[src/rtl/oled_pkg.sv]
// rtl/oled_pkg.sv - shared OLED geometry, colour constants and arbiter state encoding
package oled_pkg;

   localparam int OLED_W      = 96;
   localparam int OLED_H      = 64;
   localparam int OLED_PIXELS = OLED_W * OLED_H;
   localparam int CLK_HZ      = 6250000;

   localparam logic [15:0] BLACK  = 16'h0000;
   localparam logic [15:0] RED    = 16'hF800;
   localparam logic [15:0] ORANGE = 16'hFC00;
   localparam logic [15:0] GREEN  = 16'h07E0;

   typedef enum logic [1:0] {
      ST_IDLE    = 2'd0,
      ST_RESTART = 2'd1,
      ST_BLANK   = 2'd2,
      ST_RUN     = 2'd3
   } arb_state_t;

endpackage

[src/rtl/btn_event_gen.sv]
// rtl/btn_event_gen.sv - push-button synchroniser, rising-edge detect and press lockout
module btn_event_gen #(
   parameter int LOCKOUT_CYCLES = 1249999
) (
   input  logic clk,
   input  logic rst_n,
   input  logic i_btn,
   output logic o_accept
);

   localparam int CW = $clog2(LOCKOUT_CYCLES + 1);

   logic          r_s1;
   logic          r_s2;
   logic          r_s3;
   logic [CW-1:0] r_lock;
   logic          w_rise;

   assign w_rise   = r_s2 & ~r_s3;
   assign o_accept = w_rise && (r_lock == '0);

   // The lockout is loaded on every accepted press, even one the arbiter then drops.
   always_ff @(posedge clk or negedge rst_n) begin
      if (!rst_n) begin
         r_s1   <= 1'b0;
         r_s2   <= 1'b0;
         r_s3   <= 1'b0;
         r_lock <= '0;
      end else begin
         r_s1 <= i_btn;
         r_s2 <= r_s1;
         r_s3 <= r_s2;
         if (o_accept) begin
            r_lock <= CW'(LOCKOUT_CYCLES);
         end else if (r_lock != '0) begin
            r_lock <= r_lock - CW'(1);
         end
      end
   end

endmodule

[src/rtl/oled_task_arbiter.sv]
// rtl/oled_task_arbiter.sv - shares the OLED pixel path and buttons between task renderers
module oled_task_arbiter
   import oled_pkg::*;
#(
   parameter int N_TASKS        = 4,
   parameter int LOCKOUT_CYCLES = 1249999,
   parameter int FRAME_PIXELS   = OLED_PIXELS
) (
   input  logic                   clk_6p25m,
   input  logic                   rst_n,
   input  logic [4:1]             sw,
   input  logic                   btnC,
   input  logic                   btnD,
   input  logic [12:0]            pixel_index,
   input  logic [16*N_TASKS-1:0]  task_data,
   output logic [15:0]            oled_data,
   output logic [N_TASKS-1:0]     task_grant,
   output logic [N_TASKS-1:0]     task_restart,
   output logic [N_TASKS-1:0]     btnC_evt,
   output logic [N_TASKS-1:0]     btnD_evt,
   output logic [1:0]             active_id
);

   localparam int CNT_W = $clog2(FRAME_PIXELS);

   logic [4:1]         r_sw_s1;
   logic [4:1]         r_sw_s2;
   arb_state_t         r_state;
   arb_state_t         w_next;
   logic [1:0]         r_id;
   logic [1:0]         w_sel;
   logic               w_sel_valid;
   logic               w_load_id;
   logic [CNT_W-1:0]   r_blank_cnt;
   logic               r_armed;
   logic               w_count;
   logic               w_frame_done;
   logic [15:0]        r_oled;
   logic [N_TASKS-1:0] w_id_onehot;
   logic [N_TASKS-1:0] r_evt_c;
   logic [N_TASKS-1:0] r_evt_d;
   logic               w_accept_c;
   logic               w_accept_d;

   btn_event_gen #(.LOCKOUT_CYCLES(LOCKOUT_CYCLES)) u_btn_c (
      .clk      (clk_6p25m),
      .rst_n    (rst_n),
      .i_btn    (btnC),
      .o_accept (w_accept_c)
   );

   btn_event_gen #(.LOCKOUT_CYCLES(LOCKOUT_CYCLES)) u_btn_d (
      .clk      (clk_6p25m),
      .rst_n    (rst_n),
      .i_btn    (btnD),
      .o_accept (w_accept_d)
   );

   always_comb begin
      w_sel       = '0;
      w_sel_valid = ($countones(r_sw_s2) == 1);
      for (int i = 1; i <= 4; i++) begin
         if (r_sw_s2[i]) begin
            w_sel = 2'(i - 1);
         end
      end
   end

   assign w_id_onehot = N_TASKS'(1) << r_id;

   // Blank counting starts on the first pixel 0 seen in BLANK and then runs a whole frame.
   assign w_count      = (r_state == ST_BLANK) && (r_armed || (pixel_index == '0));
   assign w_frame_done = w_count && (r_blank_cnt == CNT_W'(FRAME_PIXELS - 1));

   always_ff @(posedge clk_6p25m or negedge rst_n) begin
      if (!rst_n) begin
         r_state <= ST_IDLE;
      end else begin
         r_state <= w_next;
      end
   end

   always_comb begin
      w_next       = r_state;
      task_grant   = '0;
      task_restart = '0;
      case (r_state)
         ST_IDLE:    if (w_sel_valid) w_next = ST_RESTART;
         ST_RESTART: begin
            task_restart = w_id_onehot;
            w_next       = ST_BLANK;
         end
         ST_BLANK:   if (w_frame_done) w_next = ST_RUN;
         ST_RUN:     task_grant = w_id_onehot;
         default:    w_next = ST_IDLE;
      endcase
      // A selection change overrides whatever the current state wanted to do.
      if (r_state != ST_IDLE) begin
         if (!w_sel_valid) begin
            w_next = ST_IDLE;
         end else if (w_sel != r_id) begin
            w_next = ST_RESTART;
         end
      end
      w_load_id = (w_next == ST_RESTART);
   end

   always_ff @(posedge clk_6p25m or negedge rst_n) begin
      if (!rst_n) begin
         r_sw_s1     <= '0;
         r_sw_s2     <= '0;
         r_id        <= '0;
         r_blank_cnt <= '0;
         r_armed     <= 1'b0;
         r_oled      <= BLACK;
         r_evt_c     <= '0;
         r_evt_d     <= '0;
      end else begin
         r_sw_s1 <= sw;
         r_sw_s2 <= r_sw_s1;
         if (w_load_id) begin
            r_id <= w_sel;
         end
         if ((r_state != ST_BLANK) || w_frame_done) begin
            r_blank_cnt <= '0;
            r_armed     <= 1'b0;
         end else if (w_count) begin
            r_blank_cnt <= r_blank_cnt + CNT_W'(1);
            r_armed     <= 1'b1;
         end
         r_oled  <= (r_state == ST_RUN) ? task_data[16*r_id +: 16] : BLACK;
         r_evt_c <= (w_accept_c && (r_state == ST_RUN)) ? w_id_onehot : '0;
         r_evt_d <= (w_accept_d && (r_state == ST_RUN)) ? w_id_onehot : '0;
      end
   end

   assign oled_data = r_oled;
   assign btnC_evt  = r_evt_c;
   assign btnD_evt  = r_evt_d;
   assign active_id = r_id;

endmodule

[config.mk]
export PLATFORM = sky130hd
export DESIGN_NAME = oled_task_arbiter
export DESIGN_NICKNAME = d
export VERILOG_FILES = /design/src/rtl/oled_pkg.sv /design/src/rtl/btn_event_gen.sv /design/src/rtl/oled_task_arbiter.sv
export SDC_FILE = /design/constraint.sdc
export NUM_CORES = 1
export LEC_CHECK = 0
export CORE_AREA = 3 3 110 112
export DETAILED_ROUTE_END_ITERATION = 7
export DIE_AREA = 0 0 113 115
export PLACE_DENSITY_LB_ADDON = 0.15
export SYNTH_ARGS = -nofsm -noshare
export SYNTH_HDL_FRONTEND = slang
export SYNTH_SLANG_ARGS = --single-unit
[constraint.sdc]
create_clock -name clk_6p25m -period 3.7 [get_ports clk_6p25m]
set_clock_uncertainty 0.15 [all_clocks]
set_input_delay 0.37 -clock clk_6p25m [delete_from_list [all_inputs] [get_ports clk_6p25m]]
set_output_delay 0.37 -clock clk_6p25m [all_outputs]
set_load 0.05 [all_outputs]
==> results of run 1 <==
-- cells in the final DEF (no fill, tap or decap), drive strengths merged, types with 3 or more instances in the layout --
cell / n
a21o: 3
a21oi: 19
buf: 7
clkbuf: 10
clkdlybuf4s50: 117
clkinv: 6
dfrtp: 98
ha: 5
inv: 18
mux2: 3
mux2i: 3
mux4: 16
nand2: 25
nand2b: 6
nand3: 9
nand3b: 4
nand4: 5
nor2: 35
nor2b: 22
nor3: 32
nor4: 13
o21ai: 19
o31ai: 6
or2: 4
or3: 11
or4: 10
xnor2: 8
xor2: 16
-- worst min path at each step --
stage / from / slack (ns) / cells after the start / end
floorplan: rst_n / -0.08 / 0 / active_id[0]$_DFFE_PN0N_
CTS: rst_n / 0.07 / 1 / u_btn_d.r_lock[15]$_DFFE_PN0P_
global route: rst_n / 0.1 / 1 / u_btn_d.r_lock[5]$_DFFE_PN0P_
global placement: u_btn_c.r_s1$_DFF_PN0_ / 0.18 / 0 / u_btn_c.r_s2$_DFF_PN0_
finish: rst_n / 0.02 / 1 / u_btn_d.r_lock[2]$_DFFE_PN0P_
detailed placement: r_sw_s1[1]$_DFF_PN0_ / 0.18 / 0 / r_sw_s2[1]$_DFF_PN0_
-- layer usage --
layer | up-vias | part of all wire [%]
met1 | 1788 | 42
met5 | - | 0
li1 | 1774 | -
met2 | 85 | 50
met3 | 18 | 5.7
met4 | 0 | 2.3
-- sequential cells by signal, indices dropped and copies added, names as in the netlist --
register	cells
u_btn_c.r_lock	21
u_btn_d.r_lock	21
oled_data	16
r_blank_cnt	13
btnC_evt	4
btnD_evt	4
r_sw_s1	4
r_sw_s2	4
active_id	2
r_state	2
r_armed	1
u_btn_c.r_s1	1
u_btn_c.r_s2	1
u_btn_c.r_s3	1
u_btn_d.r_s1	1
u_btn_d.r_s2	1
u_btn_d.r_s3	1
-- power breakdown --
group | internal (uW) | switching (uW) | total [uW]
Clock | 451 | 392 | 843
Sequential | 1270 | 246 | 1520
Combinational | 520 | 451 | 971
-- stage by stage --
step	worst slack [ns]	area, um^2	instances
floorplan	0.620	4660	426
global route	0.394	6270	695
finish	0.595	6270	695
CTS	0.564	6270	695
detailed placement	0.964	6010	679
global placement	1.00	6010	679
-- cells by family (layout without fill, tap and decap cells) --
kind of cell,Yosys count,in the layout,share of synthesized area [%]
buffers and inverters,32,158,2.63
XOR/XNOR,24,24,4.51
AND/OR/NAND/NOR,185,185,21.7
adder cells (fa/ha/maj),6,6,1.77
flip-flops,98,98,52.6
multiplexers,22,22,9.10
AO/OA/AOI/OAI,59,59,7.65
-- final cells by class --
type	count	area share, %
Clock inverter	6	0.539
Sequential cell	98	39.1
Inverter	18	1.08
Multi-Input combinational cell	296	33.3
Clock buffer	10	3.65
Timing Repair Buffer	124	19.5
Tap cell	143	2.85
==> out/metrics.cfg, run 1 <==
[cts]
cts_sinks = 98
cts.repair.resized = 0
clock_path_buffers = 2
clk_latency_ns = 0.34
cts_made_buffers = 9
cts_root_buffer = clkbuf_16
cts_hold_buffers = 0
htreeDepth = 3
cts_setup_buffers = 0
cts_tree = yes
cts.clk_slew.worst_paths_ns = 0.07

[sta]
rsz0062_at_grt = false
whs_ns = 0.0190
slew-limit-headroom_pct = 35.7
tns_ns = 0
period_share_pct = 83.9
fmax_mhz = 322
tightest_slew_ns = 0.964
slew_violations = 0
hold_viol = 0
finalCriticalPeriod_ns = 3.11
finalSetupViolations = 0

[yosys]
syn_area_per_cell_um2 = 10.9
synth_warnings = 0
synth_area_leader_cell = dfrtp_1
synth_edf_count = 0
yosysUniqueCellTypes = 48
synth_nets = 517
syn_area_um2 = 4660
post_synth_most_frequent_cells = dfrtp_1 (98), nor2_1 (35), nor3_1 (32), nand2_1 (25), nor2b_1 (22)
yosys.area.top_type_share_pct = 52.6
synth.most_common_cell = dfrtp_1
async_flop_share_pct = 100
synthTopCellsByArea = dfrtp_1 (53%), mux4_2 (7.7%), nor3_1 (3.4%)
synth-main-ff-cell = dfrtp_1
ys_ff_latch = 98
synthCells = 426
ys_seq_area_share_pct = 52.6

[status]
status = completed

[worst_setup_path]
cp_num_cells = 3
required_ns = 3.18
r2r_start = u_btn_c.r_lock[0]$_DFFE_PN0P_
cp_cell_sequence = nand2_1, nor3_1, clkdlybuf4s50_1
arrival_ns = 2.59
ff2ff_setup_slack_ns = 1.03
rr_worst_depth = 7
endpoint = task_grant[0]
crit_fanout = 19
cp_slowest_cell = clkdlybuf4s50_1
max_stage_delay_ns = 0.90
cp_num_buf_inv = 1
cp-startpoint = r_state[0]$_DFF_PN0_
endpoint_kind = output port
critPathKind = reg2out
r2r_end = u_btn_c.r_lock[20]$_DFFE_PN0P_
cp_top_family = simple AND/OR/NAND/NOR gates
cp-start-kind = register

[drt]
drt-initial-drc-count = 158
via_per_inst = 5.27
wl_per_cell_um = 15.9
num_vias = 3665
antenna_left = 0
routed_wl_um = 11000
firstDrtPassIters = 4
drc_errors = 0

[finish]
num_antenna_cells = 0
final_util_pct = 55.4
area_growth_pct = 34.6
fillers = 988
drive_above_1_share_pct = 9.24
final-seq-area_um2 = 2450
finish.net_count = 638
multi_input_area_um2 = 2090

[global_route]
grt_pass1_vias = 3712
grtUsageMet1_pct = 22.5
grt-ovfl-total = 0
gr-usage-met3_pct = 5.89
grt_max_degree = 77
grt_pass1_wl_um = 18400
grt_busiest_layer = met2
grt_antenna_before_repair = 0
grtUsageTotal_pct = 18.2
use_met2_pct = 30.3

[power_and_ir_drop]
ir_drop_mv = 0.345
leakage_uw = 0.00261
p_per_area_nw_per_um2 = 531
finalPower_uw = 3330

[placement]
dp_hpwl_um = 8400
gp_routability_congestion = 0.874
portBuffers = 118

[flow_run]
drv_cap = 0

[die]
rows = 39
die_y_um = 115
start_util_pct = 41.2
ios = 119
core_area_um2 = 11300
die_area_um2 = 13000
die_width_um = 113

[hold_path]
hold_path_class = in2async

No activity file was read; power rests on OpenSTA's default activity.
==> inputs of run 2 (changes only) <==
==> constraint.sdc (replaced) <==
create_clock -name clk_6p25m -period 3.2 [get_ports clk_6p25m]
set_clock_uncertainty 0.15 [all_clocks]
set_input_delay 0.32 -clock clk_6p25m [delete_from_list [all_inputs] [get_ports clk_6p25m]]
set_output_delay 0.32 -clock clk_6p25m [all_outputs]
set_load 0.05 [all_outputs]
==> run 2 against run 1 <==
Effect of this change:
- clock power increased by 20%
- flip-flop and latch count did not move
- via count is 1.3% lower
- critical path depth increased by 4
- worst hold slack gained 0.18 ns
- first-iteration DRC count decreased by 3.8%
- largest cell class unchanged
- setup slack got worse by 0.093 ns
==> out/metrics.cfg, run 2 (synthesis gave the netlist of run 1 again) <==
[status]
status = completed  ; unchanged

[finish]
mostFrequentLayoutCell = clkdlybuf4s50_1  ; unchanged
mostFrequentLayoutCells = clkdlybuf4s50_1 (111), dfrtp_1 (98), nor2_1 (35)  ; was clkdlybuf4s50_1 (117), dfrtp_1 (98), nor2_1 (35)
fin_area_um2 = 6300  ; was 6270 um^2
fillers = 995  ; was 988
finish.net_count = 641  ; was 638
final_util_pct = 55.7  ; was 55.4%
num_antenna_cells = 0  ; unchanged
drive_above_1_share_pct = 10.3  ; was 9.24%
area_growth_pct = 35.2  ; was 34.6%

[hold_path]
hold_depth = 0
hold_path_class = reg2reg  ; was in2async

[drt]
antenna_left = 0  ; unchanged
via_per_inst = 5.19  ; was 5.27
routed_wl_um = 10900  ; was 11000 um
wl_per_cell_um = 15.6  ; was 15.9 um
drc_errors = 0  ; unchanged
num_vias = 3619  ; was 3665
drt-initial-drc-count = 152  ; was 158
firstDrtPassIters = 4  ; unchanged

[cts]
cts_root_buffer = clkbuf_16  ; unchanged
clock_path_buffers = 2  ; unchanged
cts_tree = yes  ; unchanged
cts.repair.resized = 0  ; unchanged
cts.clk_slew.worst_paths_ns = 0.06  ; was 0.07 ns
cts_sinks = 98  ; unchanged
clk_latency_ns = 0.34  ; about the same
cts_made_buffers = 9  ; unchanged
cts_setup_buffers = 0  ; unchanged
cts_hold_buffers = 1  ; was 0
htreeDepth = 3  ; unchanged

[sta]
period_share_pct = 84.3
hold_viol = 0  ; unchanged
rsz0062_at_grt = false  ; unchanged
finalCriticalPeriod_ns = 2.70
slew_violations = 0  ; unchanged
finalSetupViolations = 0  ; unchanged
slew-limit-headroom_pct = 48.7  ; was 35.7%
tightest_slew_ns = 0.770  ; was 0.964 ns
fmax_mhz = 371
tns_ns = 0  ; unchanged

[worst_setup_path]
required_ns = 3.28  ; was 3.18 ns
crit_fanout = 9  ; was 19
endpoint_kind = register  ; was output port
cp-start-kind = register  ; unchanged
cp_cell_sequence = inv_1, ha_1, or3b_2, or3_1, or2_2, nor3_1, mux2_2  ; was nand2_1, nor3_1, clkdlybuf4s50_1
arrival_ns = 2.78  ; was 2.59 ns
rr_worst_depth = 7  ; unchanged
cp_num_buf_inv = 1  ; unchanged
critPathKind = reg2reg  ; was reg2out
cp_num_cells = 7  ; was 3
max_stage_delay_ns = 0.47  ; was 0.90 ns
cp_slowest_cell = or3_1  ; was clkdlybuf4s50_1
cp_top_family = simple AND/OR/NAND/NOR gates  ; unchanged

[global_route]
grt_max_degree = 63  ; was 77
grt_pass1_wl_um = 18300  ; was 18400 um
grtUsageTotal_pct = 18.0  ; was 18.2%
grt-ovfl-total = 0  ; unchanged
grt_pass1_vias = 3749  ; was 3712
grt_antenna_before_repair = 0  ; unchanged

[die]
die_width_um = 113  ; unchanged
ios = 119  ; unchanged
rows = 39  ; unchanged
die_area_um2 = 13000  ; unchanged
die_y_um = 115  ; unchanged
start_util_pct = 41.2  ; unchanged
core_area_um2 = 11300  ; unchanged

[placement]
portBuffers = 118  ; unchanged
dpl_cell_area_um2 = 6020  ; was 6010 um^2
dp_hpwl_um = 8340  ; was 8400 um
gp_routability_congestion = 0.798  ; was 0.874

[power_and_ir_drop]
leakage_uw = 0.00264  ; was 0.00261 uW
clkPwrFrac_pct = 25.9  ; was 25.3%
p_per_area_nw_per_um2 = 617  ; was 531 nW/um^2
p_comb_share_pct = 28.9  ; was 29.1%
ir_drop_mv = 0.519  ; was 0.345 mV
p_int_uw = 2620  ; was 2240 uW
swShare_pct = 32.6  ; was 32.7%
p_sw_uw = 1270  ; was 1090 uW
seq_power_share_pct = 45.3  ; was 45.5%

[flow_run]
drv_cap = 0  ; unchanged

[run 2: through the flow]
stage | worst slack, ns | instances | total power, uW | hold slack, ns
2_1_floorplan | 0.170 | 426 | 2550 | -0.126
3_3_place_gp | 0.549 | 681 | 2880 | 0.183
3_5_place_dp | 0.517 | 681 | 2910 | 0.186
4_1_cts | 0.514 | 697 | 3930 | 0.200
5_1_grt | 0.331 | 697 | 4160 | 0.210
6_report | 0.501 | 697 | 3890 | 0.198
[run 2: area by class of cell]
type	count	area, um^2	share of cell area (%)
inverters	18	67.6	1.07
flip-flops and latches	98	2450	38.9
repair buffers	127	1250	19.8
well taps	143	179	2.84
clock buffers	12	246	3.91
multi-input cells	296	2090	33.1
clock inverters	3	25.0	0.397
[run 2: path summary, 6_finish.rpt]
path                                                  end                     startpoint  slack (ns)
max                        u_btn_c.r_lock[20]$_DFFE_PN0P_  u_btn_c.r_lock[0]$_DFFE_PN0P_        0.50
min                                  r_sw_s2[1]$_DFF_PN0_           r_sw_s1[1]$_DFF_PN0_        0.20
max reg2reg                u_btn_c.r_lock[20]$_DFFE_PN0P_  u_btn_c.r_lock[0]$_DFFE_PN0P_        0.50
min reg2reg                          r_sw_s2[1]$_DFF_PN0_           r_sw_s1[1]$_DFF_PN0_        0.20
max in group asynchronous  u_btn_d.r_lock[12]$_DFFE_PN0P_                          rst_n        1.70
min in group asynchronous   u_btn_d.r_lock[5]$_DFFE_PN0P_                          rst_n        0.44
[run 2: power by group through the flow]
stage	Sequential, uW	Combinational [uW]	Clock, uW
2_1_floorplan	1720	831	0
3_3_place_gp	1770	1110	0
3_5_place_dp	1780	1130	0
4_1_cts	1760	1140	1040
5_1_grt	1800	1260	1090
6_report	1760	1120	1010
[run 2: layer usage]
metal	GRT usage [%]	wire [um]	up-vias
met1	22.2	4640	1748
met3	4.16	510	18
li1	-	-	1779
met4	9.05	284	0
met2	29.8	5470	74
met5	0	0	-
==> inputs of run 3 (changes only) <==
==> constraint.sdc (replaced) <==
create_clock -name clk_6p25m -period 2.2 [get_ports clk_6p25m]
set_clock_uncertainty 0.15 [all_clocks]
set_input_delay 0.22 -clock clk_6p25m [delete_from_list [all_inputs] [get_ports clk_6p25m]]
set_output_delay 0.22 -clock clk_6p25m [all_outputs]
set_load 0.05 [all_outputs]
==> run 3 against run 2 <==
Effect of this change:
- the run now ends with negative setup slack left
- non-clock buffer count rose by 71
- critical path depth fell by 2
- clock power rose by 75%
- cell area rose by 17%
- sequential power rose by 42%
- wire length rose by 13%
- total power rose by 77%
- via count rose by 12%
- core utilization rose by 9.6 points
- register-to-register slack got worse by 0.73 ns
- global-route usage rose by 1.9 points
- first-iteration DRC count fell by 20%
- critical path type unchanged
==> out/metrics.cfg, run 3 (synthesis gave the netlist of run 1 again) <==
[die]
rows = 39  ; unchanged
start_util_pct = 41.2  ; unchanged
core_area_um2 = 11300  ; unchanged
die_y_um = 115  ; unchanged
die_area_um2 = 13000  ; unchanged
die_width_um = 113  ; unchanged
ios = 119  ; unchanged

[worst_setup_path]
r2r_end = u_btn_c.r_lock[7]$_DFFE_PN0P_  ; was u_btn_c.r_lock[20]$_DFFE_PN0P_
rr_worst_depth = 5  ; was 7
required_ns = 2.33  ; was 3.28 ns
crit_fanout = 7  ; was 9
arrival_ns = 2.56  ; was 2.78 ns
endpoint = u_btn_c.r_lock[7]$_DFFE_PN0P_  ; was u_btn_c.r_lock[20]$_DFFE_PN0P_
cp-start-kind = register  ; unchanged
critPathKind = reg2reg  ; unchanged
cp-startpoint = u_btn_c.r_lock[13]$_DFFE_PN0P_  ; was u_btn_c.r_lock[0]$_DFFE_PN0P_
ff2ff_setup_slack_ns = -0.23  ; was 0.50 ns
r2r_start = u_btn_c.r_lock[13]$_DFFE_PN0P_  ; was u_btn_c.r_lock[0]$_DFFE_PN0P_
endpoint_kind = register  ; unchanged

[placement]
dpl_cell_area_um2 = 6630  ; was 6020 um^2
gp_routability_congestion = 0.821  ; was 0.798
portBuffers = 118  ; unchanged
dp_hpwl_um = 9020  ; was 8340 um

[drt]
num_vias = 4047  ; was 3619
antenna_left = 0  ; unchanged
drt-initial-drc-count = 121  ; was 152
routed_wl_um = 12300  ; was 10900 um
wl_per_cell_um = 16.0  ; was 15.6 um
drc_errors = 0  ; unchanged
via_per_inst = 5.26  ; was 5.19
firstDrtPassIters = 4  ; unchanged

[finish]
multi_input_area_um2 = 2430  ; was 2090 um^2
fillers = 890  ; was 995
fin_area_um2 = 7390  ; was 6300 um^2
mostFrequentLayoutCell = clkdlybuf4s50_1  ; unchanged
finish.net_count = 712  ; was 641
final-seq-area_um2 = 2460  ; was 2450 um^2
mostFrequentLayoutCells = clkdlybuf4s50_1 (107), dfrtp_1 (95), buf_4 (71)  ; was clkdlybuf4s50_1 (111), dfrtp_1 (98), nor2_1 (35)
num_antenna_cells = 0  ; unchanged
area_growth_pct = 58.6  ; was 35.2%
drive_above_1_share_pct = 29.7  ; was 10.3%

[status]
status = finished with violations  ; was completed
violations = negative setup slack

[cts]
clock_path_buffers = 2  ; unchanged
cts_tree = yes  ; unchanged
cts_root_buffer = clkbuf_16  ; unchanged
htreeDepth = 3  ; unchanged
clk_latency_ns = 0.34  ; about the same
cts_made_buffers = 9  ; unchanged
cts.clk_slew.worst_paths_ns = 0.07  ; was 0.06 ns
cts_sinks = 98  ; unchanged

[sta]
finalCriticalPeriod_ns = 2.43  ; was 2.70 ns
period_share_pct = 111  ; was 84.3%
fin_ws_ns = -0.231  ; was 0.501 ns
slew-limit-headroom_pct = 63.3  ; was 48.7%
fmax_mhz = 411  ; was 371 MHz
slew_violations = 0  ; unchanged
finalSetupViolations = 26  ; was 0
rsz0062_at_grt = true  ; was false
hold_viol = 0  ; unchanged
tightest_slew_ns = 0.548  ; was 0.770 ns

[global_route]
grt-ovfl-total = 0  ; unchanged
grtUsageTotal_pct = 19.9  ; was 18.0%
grt_pass1_vias = 4144  ; was 3749
grt_max_degree = 41  ; was 63
grt_pass1_wl_um = 20500  ; was 18300 um
grt_antenna_before_repair = 0  ; unchanged

[power_and_ir_drop]
leakage_uw = 0.00314  ; was 0.00264 uW
finalPower_uw = 6890  ; was 3890 uW
ir_drop_mv = 0.536  ; was 0.519 mV
p_per_area_nw_per_um2 = 932  ; was 617 nW/um^2

[flow_run]
drv_cap = 0  ; unchanged

[hold_path]
hold_path_class = in2reg  ; was reg2reg

==> run 3: cell types whose count changed in the layout (fill, tap and decap cells not counted), sizes merged <==
cell	before	now
buf	15	90
clkbuf	12	10
inv	19	17
clkinv	1	3
bufinv	0	3
clkdlybuf4s50	111	107
==> run 3: metrics by stage <==
step                      setup TNS [ns]  util (%)  worst slack, ns  cells  hold slack [ns]
after floorplan                    -2.83         -           -0.235    426           -0.226
after global placement             -2.42      58.6           -0.231    739           0.0864
after detailed placement           -4.33      58.6           -0.303    739           0.0931
after CTS                          -3.38      63.1           -0.202    763            0.151
after global routing               -5.66      65.3           -0.313    769            0.148
final                              -3.14      65.3           -0.231    769            0.160
==> run 3: layout make-up <==
| class | instances | share of cell area [%] |
|---|---|---|
| inverter | 18 | 0.965 |
| sequential | 98 | 33.2 |
| clock buffer | 10 | 3.10 |
| timing repair buffer | 198 | 26.0 |
| tap | 143 | 2.42 |
| clock inverter | 6 | 1.42 |
| multi-input combinational | 296 | 32.8 |
==> run 3: what timing repair did <==
| action | 4_1_cts | 5_1_grt |
|---|---|---|
| pin swaps | 9 | 18 |
| endpoints found under the hold margin | 37 | 0 |
| endpoints found under the setup margin | 30 | 51 |
| hold buffers | 1 | 0 |
| setup buffers | 8 | 6 |
| resized for setup | 25 | 42 |
==> run 3: metal layers <==
layer	track usage [%]	vias up	share of wire, %
met2	33.8	94	52
met1	24.6	2011	41
met4	7.45	0	2.2
met3	5.00	21	4.9
li1	-	1921	-
met5	0	-	0
==> run 3: worst min-delay path by stage <==
stage / startpoint / to / cells after the start / slack [ns]
after floorplan: rst_n / active_id[0]$_DFFE_PN0N_ / 0 / -0.23
after global placement: rst_n / u_btn_c.r_lock[4]$_DFFE_PN0P_ / 1 / 0.09
after detailed placement: rst_n / u_btn_c.r_s3$_DFF_PN0_ / 1 / 0.09
after CTS: btnC / u_btn_c.r_s1$_DFF_PN0_ / 1 / 0.15
after global routing: sw[4] / r_sw_s1[4]$_DFF_PN0_ / 1 / 0.15
final: btnC / u_btn_c.r_s1$_DFF_PN0_ / 1 / 0.16
==> run 3: report_power, final <==
group,internal [uW],switching [uW]
sequential,2140,359
clock,1110,662
combinational,1400,1220
total,4650,2240
==> run 3: critical path: stages (launching register included) <==
cell and delay, ns:
dfrtp_1 0.39, or4_4 0.54, or4_4 0.54, or3_4 0.42, a211o_1 0.28, nand2_1 0.06
